$ cat config.mk
export PLATFORM = sky130hd
export DESIGN_NAME = systolic_mac_ctrl
export DESIGN_NICKNAME = d
export VERILOG_FILES = /design/src/rtl/sysgen_pkg.sv /design/src/rtl/skew_buffer.sv /design/src/rtl/systolic_mac_ctrl.sv
export SDC_FILE = /design/constraint.sdc
export NUM_CORES = 1
export LEC_CHECK = 0
export ABC_CLOCK_PERIOD_IN_PS = 3950
export BUFFER_PORTS_ARGS = -buffer_cell sky130_fd_sc_hd__buf_4
export CAP_MARGIN = 25
export CORE_AREA = 10 10 153 155
export CTS_CLUSTER_DIAMETER = 50
export DETAILED_ROUTE_END_ITERATION = 16
export DIE_AREA = 0 0 163 165
export PLACE_DENSITY = 0.8
export SYNTH_ARGS = -nofsm -noshare
export SYNTH_HDL_FRONTEND = slang
export SYNTH_SLANG_ARGS = --single-unit
$ cat constraint.sdc
create_clock -name clk_i -period 3.95 [get_ports clk_i]
set_input_delay 1.185 -clock clk_i [delete_from_list [all_inputs] [get_ports clk_i]]
set_output_delay 1.185 -clock clk_i [all_outputs]
set_load 0.02 [all_outputs]
$ cat src/rtl/sysgen_pkg.sv
// Shared definitions for the systolic array sequencer: state encoding,
// reduction-counter width helper and lane slicing for packed lane vectors.
`ifndef SYSGEN_LANE
`define SYSGEN_LANE(vec, idx, w) vec[(idx)*(w) +: (w)]
`endif

package sysgen_pkg;

   typedef enum logic [2:0] {
      IDLE  = 3'd0,
      CLEAR = 3'd1,
      FEED  = 3'd2,
      DRAIN = 3'd3,
      HOLD  = 3'd4
   } state_e;

   localparam int PerfWidth = 32;

   // Width of a counter able to hold every value 0..kMax inclusive.
   function automatic int kw(input int kMax);
      return $clog2(kMax + 1);
   endfunction

endpackage

$ cat src/rtl/skew_buffer.sv
// Per-lane delay line that staggers an array edge: lane i is delayed i cycles,
// lane 0 passes straight through.
module skew_buffer
   import sysgen_pkg::*;
#(
   parameter int DATA_WIDTH = 16,
   parameter int LANES      = 4
) (
   input  logic                        clk_i,
   input  logic                        rst_ni,
   input  logic [LANES*DATA_WIDTH-1:0] data_i,
   output logic [LANES*DATA_WIDTH-1:0] data_o
);

   for (genvar i = 0; i < LANES; i++) begin : g_lane
      if (i == 0) begin : g_pass
         assign `SYSGEN_LANE(data_o, i, DATA_WIDTH) = `SYSGEN_LANE(data_i, i, DATA_WIDTH);
      end else begin : g_delay
         logic [DATA_WIDTH-1:0] shift_q [i];

         always_ff @(posedge clk_i or negedge rst_ni) begin
            if (!rst_ni) begin
               for (int j = 0; j < i; j++) shift_q[j] <= '0;
            end else begin
               shift_q[0] <= `SYSGEN_LANE(data_i, i, DATA_WIDTH);
               for (int j = 1; j < i; j++) shift_q[j] <= shift_q[j-1];
            end
         end

         assign `SYSGEN_LANE(data_o, i, DATA_WIDTH) = shift_q[i-1];
      end
   end

endmodule

$ cat src/rtl/systolic_mac_ctrl.sv
// Sequencer for an output-stationary systolic MAC array: clear, feed skewed
// operands, drain the wavefront, hold results. SYSGEN_PERF_CNT_EN adds perf_cycles_o.
module systolic_mac_ctrl
   import sysgen_pkg::*;
#(
   parameter  int DATA_WIDTH = 16,
   parameter  int ROWS       = 4,
   parameter  int COLS       = 4,
   parameter  int K_MAX      = 256,
   localparam int KW         = kw(K_MAX)
) (
   input  logic                       clk_i,
   input  logic                       rst_ni,
   input  logic                       start_i,
   input  logic [KW-1:0]              k_len_i,
   output logic                       busy_o,
   output logic                       done_o,
   input  logic                       res_ack_i,
   output logic                       a_rd_en_o,
   output logic                       b_rd_en_o,
   output logic [KW-1:0]              a_rd_addr_o,
   output logic [KW-1:0]              b_rd_addr_o,
   input  logic [ROWS*DATA_WIDTH-1:0] a_rd_data_i,
   input  logic [COLS*DATA_WIDTH-1:0] b_rd_data_i,
   output logic [ROWS*DATA_WIDTH-1:0] row_in_o,
   output logic [COLS*DATA_WIDTH-1:0] col_in_o,
   output logic                       pe_clr_n_o
`ifdef SYSGEN_PERF_CNT_EN
   ,
   output logic [PerfWidth-1:0]       perf_cycles_o
`endif
);

   localparam int            DCW       = $clog2(ROWS + COLS + 1);
   localparam logic [KW-1:0] KMaxW     = KW'(K_MAX);
   localparam logic [DCW-1:0] LastDrain = DCW'(ROWS + COLS - 1);

   state_e               state_q, state_d;
   logic [KW-1:0]        kLen_q, kLen_d;
   logic [KW-1:0]        addr_q, addr_d;
   logic [DCW-1:0]       drainCnt_q, drainCnt_d;
   logic                 busy_q, busy_d;
   logic                 done_q, done_d;
   logic                 rdEn_q, rdEn_d;
   logic                 clrN_q, clrN_d;
   logic                 rdValid_q;
   logic [ROWS*DATA_WIDTH-1:0] aIn_q;
   logic [COLS*DATA_WIDTH-1:0] bIn_q;

   // Outputs are decoded from the next state so every output is a flop.
   always_comb begin
      state_d    = state_q;
      kLen_d     = kLen_q;
      addr_d     = '0;
      drainCnt_d = '0;
      unique case (state_q)
         IDLE: begin
            if (start_i) begin
               state_d = CLEAR;
               kLen_d  = (k_len_i > KMaxW) ? KMaxW : k_len_i;
            end
         end
         CLEAR: state_d = (kLen_q == '0) ? DRAIN : FEED;
         FEED: begin
            if (addr_q == kLen_q - KW'(1)) state_d = DRAIN;
            else                           addr_d  = addr_q + KW'(1);
         end
         DRAIN: begin
            if (drainCnt_q == LastDrain) state_d    = HOLD;
            else                         drainCnt_d = drainCnt_q + DCW'(1);
         end
         HOLD: begin
            if (res_ack_i) state_d = IDLE;
         end
         default: state_d = IDLE;
      endcase
      busy_d = (state_d != IDLE);
      done_d = (state_d == HOLD);
      rdEn_d = (state_d == FEED);
      clrN_d = (state_d != CLEAR);
   end

   always_ff @(posedge clk_i or negedge rst_ni) begin
      if (!rst_ni) begin
         state_q    <= IDLE;
         kLen_q     <= '0;
         addr_q     <= '0;
         drainCnt_q <= '0;
         busy_q     <= 1'b0;
         done_q     <= 1'b0;
         rdEn_q     <= 1'b0;
         clrN_q     <= 1'b1;
      end else begin
         state_q    <= state_d;
         kLen_q     <= kLen_d;
         addr_q     <= addr_d;
         drainCnt_q <= drainCnt_d;
         busy_q     <= busy_d;
         done_q     <= done_d;
         rdEn_q     <= rdEn_d;
         clrN_q     <= clrN_d;
      end
   end

   // Buffer data lands one cycle after the strobe; non-read cycles feed zeros.
   always_ff @(posedge clk_i or negedge rst_ni) begin
      if (!rst_ni) begin
         rdValid_q <= 1'b0;
         aIn_q     <= '0;
         bIn_q     <= '0;
      end else begin
         rdValid_q <= rdEn_q;
         aIn_q     <= rdValid_q ? a_rd_data_i : '0;
         bIn_q     <= rdValid_q ? b_rd_data_i : '0;
      end
   end

   skew_buffer #(.DATA_WIDTH(DATA_WIDTH), .LANES(ROWS)) u_skew_a (
      .clk_i  (clk_i),
      .rst_ni (rst_ni),
      .data_i (aIn_q),
      .data_o (row_in_o)
   );

   skew_buffer #(.DATA_WIDTH(DATA_WIDTH), .LANES(COLS)) u_skew_b (
      .clk_i  (clk_i),
      .rst_ni (rst_ni),
      .data_i (bIn_q),
      .data_o (col_in_o)
   );

   assign busy_o      = busy_q;
   assign done_o      = done_q;
   assign a_rd_en_o   = rdEn_q;
   assign b_rd_en_o   = rdEn_q;
   assign a_rd_addr_o = addr_q;
   assign b_rd_addr_o = addr_q;
   assign pe_clr_n_o  = clrN_q;

`ifdef SYSGEN_PERF_CNT_EN
   logic [PerfWidth-1:0] perf_q;

   // Counts CLEAR/FEED/DRAIN cycles of the latest job, saturating.
   always_ff @(posedge clk_i or negedge rst_ni) begin
      if (!rst_ni) begin
         perf_q <= '0;
      end else if (state_q == IDLE && start_i) begin
         perf_q <= '0;
      end else if ((state_q == CLEAR || state_q == FEED || state_q == DRAIN) && perf_q != '1) begin
         perf_q <= perf_q + PerfWidth'(1);
      end
   end

   assign perf_cycles_o = perf_q;
`endif

endmodule
==> out/qor.txt <==
WHS: 336.0 ps
Area growth from synthesis to final layout: 26.23%
Run status: finished, final reports clean
Most frequent cell after synthesis: sky130_fd_sc_hd__dfrtp_1
Power density cells: 727.0 mW/mm2
Leakage power figure: 7.069 nW
Data arrival time of the worst path: 3040 ps
Clock Sink Count: 350
CTS H-tree depth: 2
Die height: 165 um
Clock tree root buffer cell: sky130_fd_sc_hd__clkbuf_16
Final hold violation count: 0
Antenna diode instance count: 0
Die ar.: 0.02690 mm2
Worst skew pair latency: 510 ps
Post-synth top area cell: sky130_fd_sc_hd__dfrtp_1
Maxcap violations: 0
Last weighted congestion value of the routability-driven placer: 0.7911
Leftover overflow at the end of global routing: 0
Mean instance size in the synthesized netlist: 15.61 um2
First-pass GRT wire length: 35,790 um
Layout cells sized above 1: 38.08%
CP Launch Type: flip-flop
Nature of the critical path endpoint: flip-flop
Number of top-level pins: 292
IO buf count: 291
Highest clock frequency the design can meet: 376.5 MHz
Post-synthesis instance area: 0.01122 mm2
Yosys warning total: 0
Post-detailed-placement half-perimeter wirelength: 16,090 um
Required time at the endpoint of the critical path: 4340 ps
Sequential cell area fraction in the yosys report: 78.04%
Number of antenna violations at the first check in global routing: 0
Pwr Total: 10.30 mW
Floorplan core area: 0.02017 mm2
Post-synth net total: 863
Number of buffers inserted during clock tree synthesis: 35
Total routed wirelength: 23,680 um
Share of the cycle needed by the critical path after routing: 67.24%
WL/cell: 19.32 um
Max_slew headroom: 48.39%
Placement row count: 52
Sum of negative setup slack: 0 ps
Antenna violation net count after detailed routing: 0
Yosys top cell area share: 77.81%
Tmin final: 2656 ps
Total via count in the routed design: 5,683
TritonCTS clock tree: built
Clock transition at the register clock pins on the worst setup and hold paths after CTS: 60 ps
Final max-slew violation count: 0
Number of violations reported at the end of detailed-routing iteration 0: 215
Aggregate global-route resource usage: 17.19%
Primary flip-flop cell chosen by synthesis mapping: sky130_fd_sc_hd__dfrtp_1
Initial Utilization: 55.65%
Async set-or-reset flop fraction in the synthesized netlist: 100.0%
Post-CTS setup-driven buffer insertion count: 0
FF+latch count, synth: 350
Setup-violating endpoint count in the final report: 0
DRC violations left: 0
Maximum number of pins on one net before global-route repair: 129
Crit Path Class: reg2reg
Number of optimization iterations in the first detailed-route pass: 6
Nets@finish: 1,075
Gate Count Post-Synth: 719
Most instantiated cells after synthesis: sky130_fd_sc_hd__dfrtp_1 (349), sky130_fd_sc_hd__and2_1 (129), sky130_fd_sc_hd__buf_4 (106)
Routed via count divided by cell count: 4.635
Maximum vdd ir drop: 0.0004196 V
Post-synth cell types: 42
Setup Skew: 14.81 ps
Transition time at the pin with the least slew margin: 774.1 ps
Vias in the first global route: 6,336
Unrepaired setup endpoints after global routing: false
Top fanout value on the critical path: 6
Count of flip-flops with a built-in enable after synthesis: 0
Count of instances resized after the clock tree is built: 0
CTS hold repair buffers: 0
Synth area leaders: sky130_fd_sc_hd__dfrtp_1 (78%), sky130_fd_sc_hd__and2_1 (7.2%), sky130_fd_sc_hd__buf_4 (7.1%), sky130_fd_sc_hd__xnor2_1 (1.0%), sky130_fd_sc_hd__nor2_1 (0.60%)
Horiz. Die Dim: 163 um
Fill count: 1,356
Maximum number of buffers from clock root to sink: 3
Worst hold-check path type: reg2reg
-- cell families after synthesis --
kind of cell	Yosys count	synth area share, %
DFF	350	78.04
xor gates and xnor gates	21	1.806
buffers and inverters	125	7.725
and+or+nand+nor	197	10.47
muxes	1	0.1003
AOI/OAI and AO/OA	22	1.527
adders and majority gates	3	0.3344
-- report_power, final --
part / internal [mW] / switching [mW]
sequential: 4.52 / 0.380
combinational: 0.933 / 1.21
clock: 1.93 / 1.32
-- worst paths after layout --
check,cells after the start,start,slack [ps],end
min in group asynchronous,1,rst_ni,720,u_skew_b.g_lane[2].g_delay.shift_q[19]$_DFF_PN0_
hold / removal,0,u_skew_b.g_lane[3].g_delay.shift_q[36]$_DFF_PN0_,340,u_skew_b.g_lane[3].g_delay.shift_q[20]$_DFF_PN0_
max in group asynchronous,2,rst_ni,2300,u_skew_b.g_lane[1].g_delay.shift_q[4]$_DFF_PN0_
hold reg to reg,0,u_skew_b.g_lane[3].g_delay.shift_q[36]$_DFF_PN0_,340,u_skew_b.g_lane[3].g_delay.shift_q[20]$_DFF_PN0_
setup / recovery,6,kLen_q[3]$_DFFE_PN0P_,1290,a_rd_en_o$_DFF_PN0_
setup reg to reg,6,kLen_q[3]$_DFFE_PN0P_,1290,a_rd_en_o$_DFF_PN0_
-- state kept, by name, summed over array words and instances, names as in the netlist, 3 cells and up --
name and flops:
aIn_q 64, a_rd_addr_o 9, bIn_q 64, drainCnt_q 4, kLen_q 9, state_q 3
u_skew_a.data_o 32, u_skew_a.g_lane.g_delay.shift_q 64, u_skew_b.data_o 32, u_skew_b.g_lane.g_delay.shift_q 64
-- layer usage --
layer / routed length, um / vias to the layer above / global-route usage [%] / share of wire, %
met5: 0 / - / 0 / 0
met4: 564 / 0 / 5.943 / 2.4
met3: 1945 / 45 / 6.398 / 8.2
met2: 12490 / 218 / 29.89 / 53
met1: 8688 / 2841 / 19.11 / 37
li1: - / 2579 / - / -
-- area by class of cell --
class	instances	area (um2)	share of cell area, %
clock buffers	49	1010	7.126
clock inverters	13	150.1	1.060
inverters	2	7.507	0.05298
well taps	270	337.8	2.384
flip-flops and latches	350	8763	61.85
multi-input cells	244	1598	11.28
repair buffers	298	2302	16.25
-- stage by stage --
| step | util [%] | instance area, um2 | std cells | setup WS [ps] |
|---|---|---|---|---|
| floorplan | - | 11220 | 719 | 1541 |
| global placement | 64.36 | 12980 | 1163 | 1465 |
| detailed placement | 64.36 | 12980 | 1163 | 1353 |
| CTS | 70.11 | 14140 | 1225 | 1317 |
| global route | 70.25 | 14170 | 1226 | 1175 |
| finish | 70.25 | 14170 | 1226 | 1294 |
-- placed cells by master (no fill, tap or decap), drive strengths merged, types with 2 or more instances in the layout --
cell type	n
nand2	14
nor2b	2
or4b	2
buf	298
o31ai	2
nor4bb	2
xor2	7
clkbuf	49
nand2b	8
ha	3
nor2	18
and2	129
nor3	4
nand3	6
o211a	2
clkinv	8
dfrtp	349
bufinv	2
inv	3
xnor2	14
nand3b	3
o21ai	11
clkinvlp	2
-- worst max-delay path, cell delays in order, from the launching register on --
cell	delay, ps
sky130_fd_sc_hd__dfrtp_1	450
sky130_fd_sc_hd__or4_4	600
sky130_fd_sc_hd__or4b_4	540
sky130_fd_sc_hd__a2111oi_4	330
sky130_fd_sc_hd__a311oi_1	130
sky130_fd_sc_hd__or2_1	290
sky130_fd_sc_hd__o211a_1	210
No activity file was read; power rests on OpenSTA's default activity.
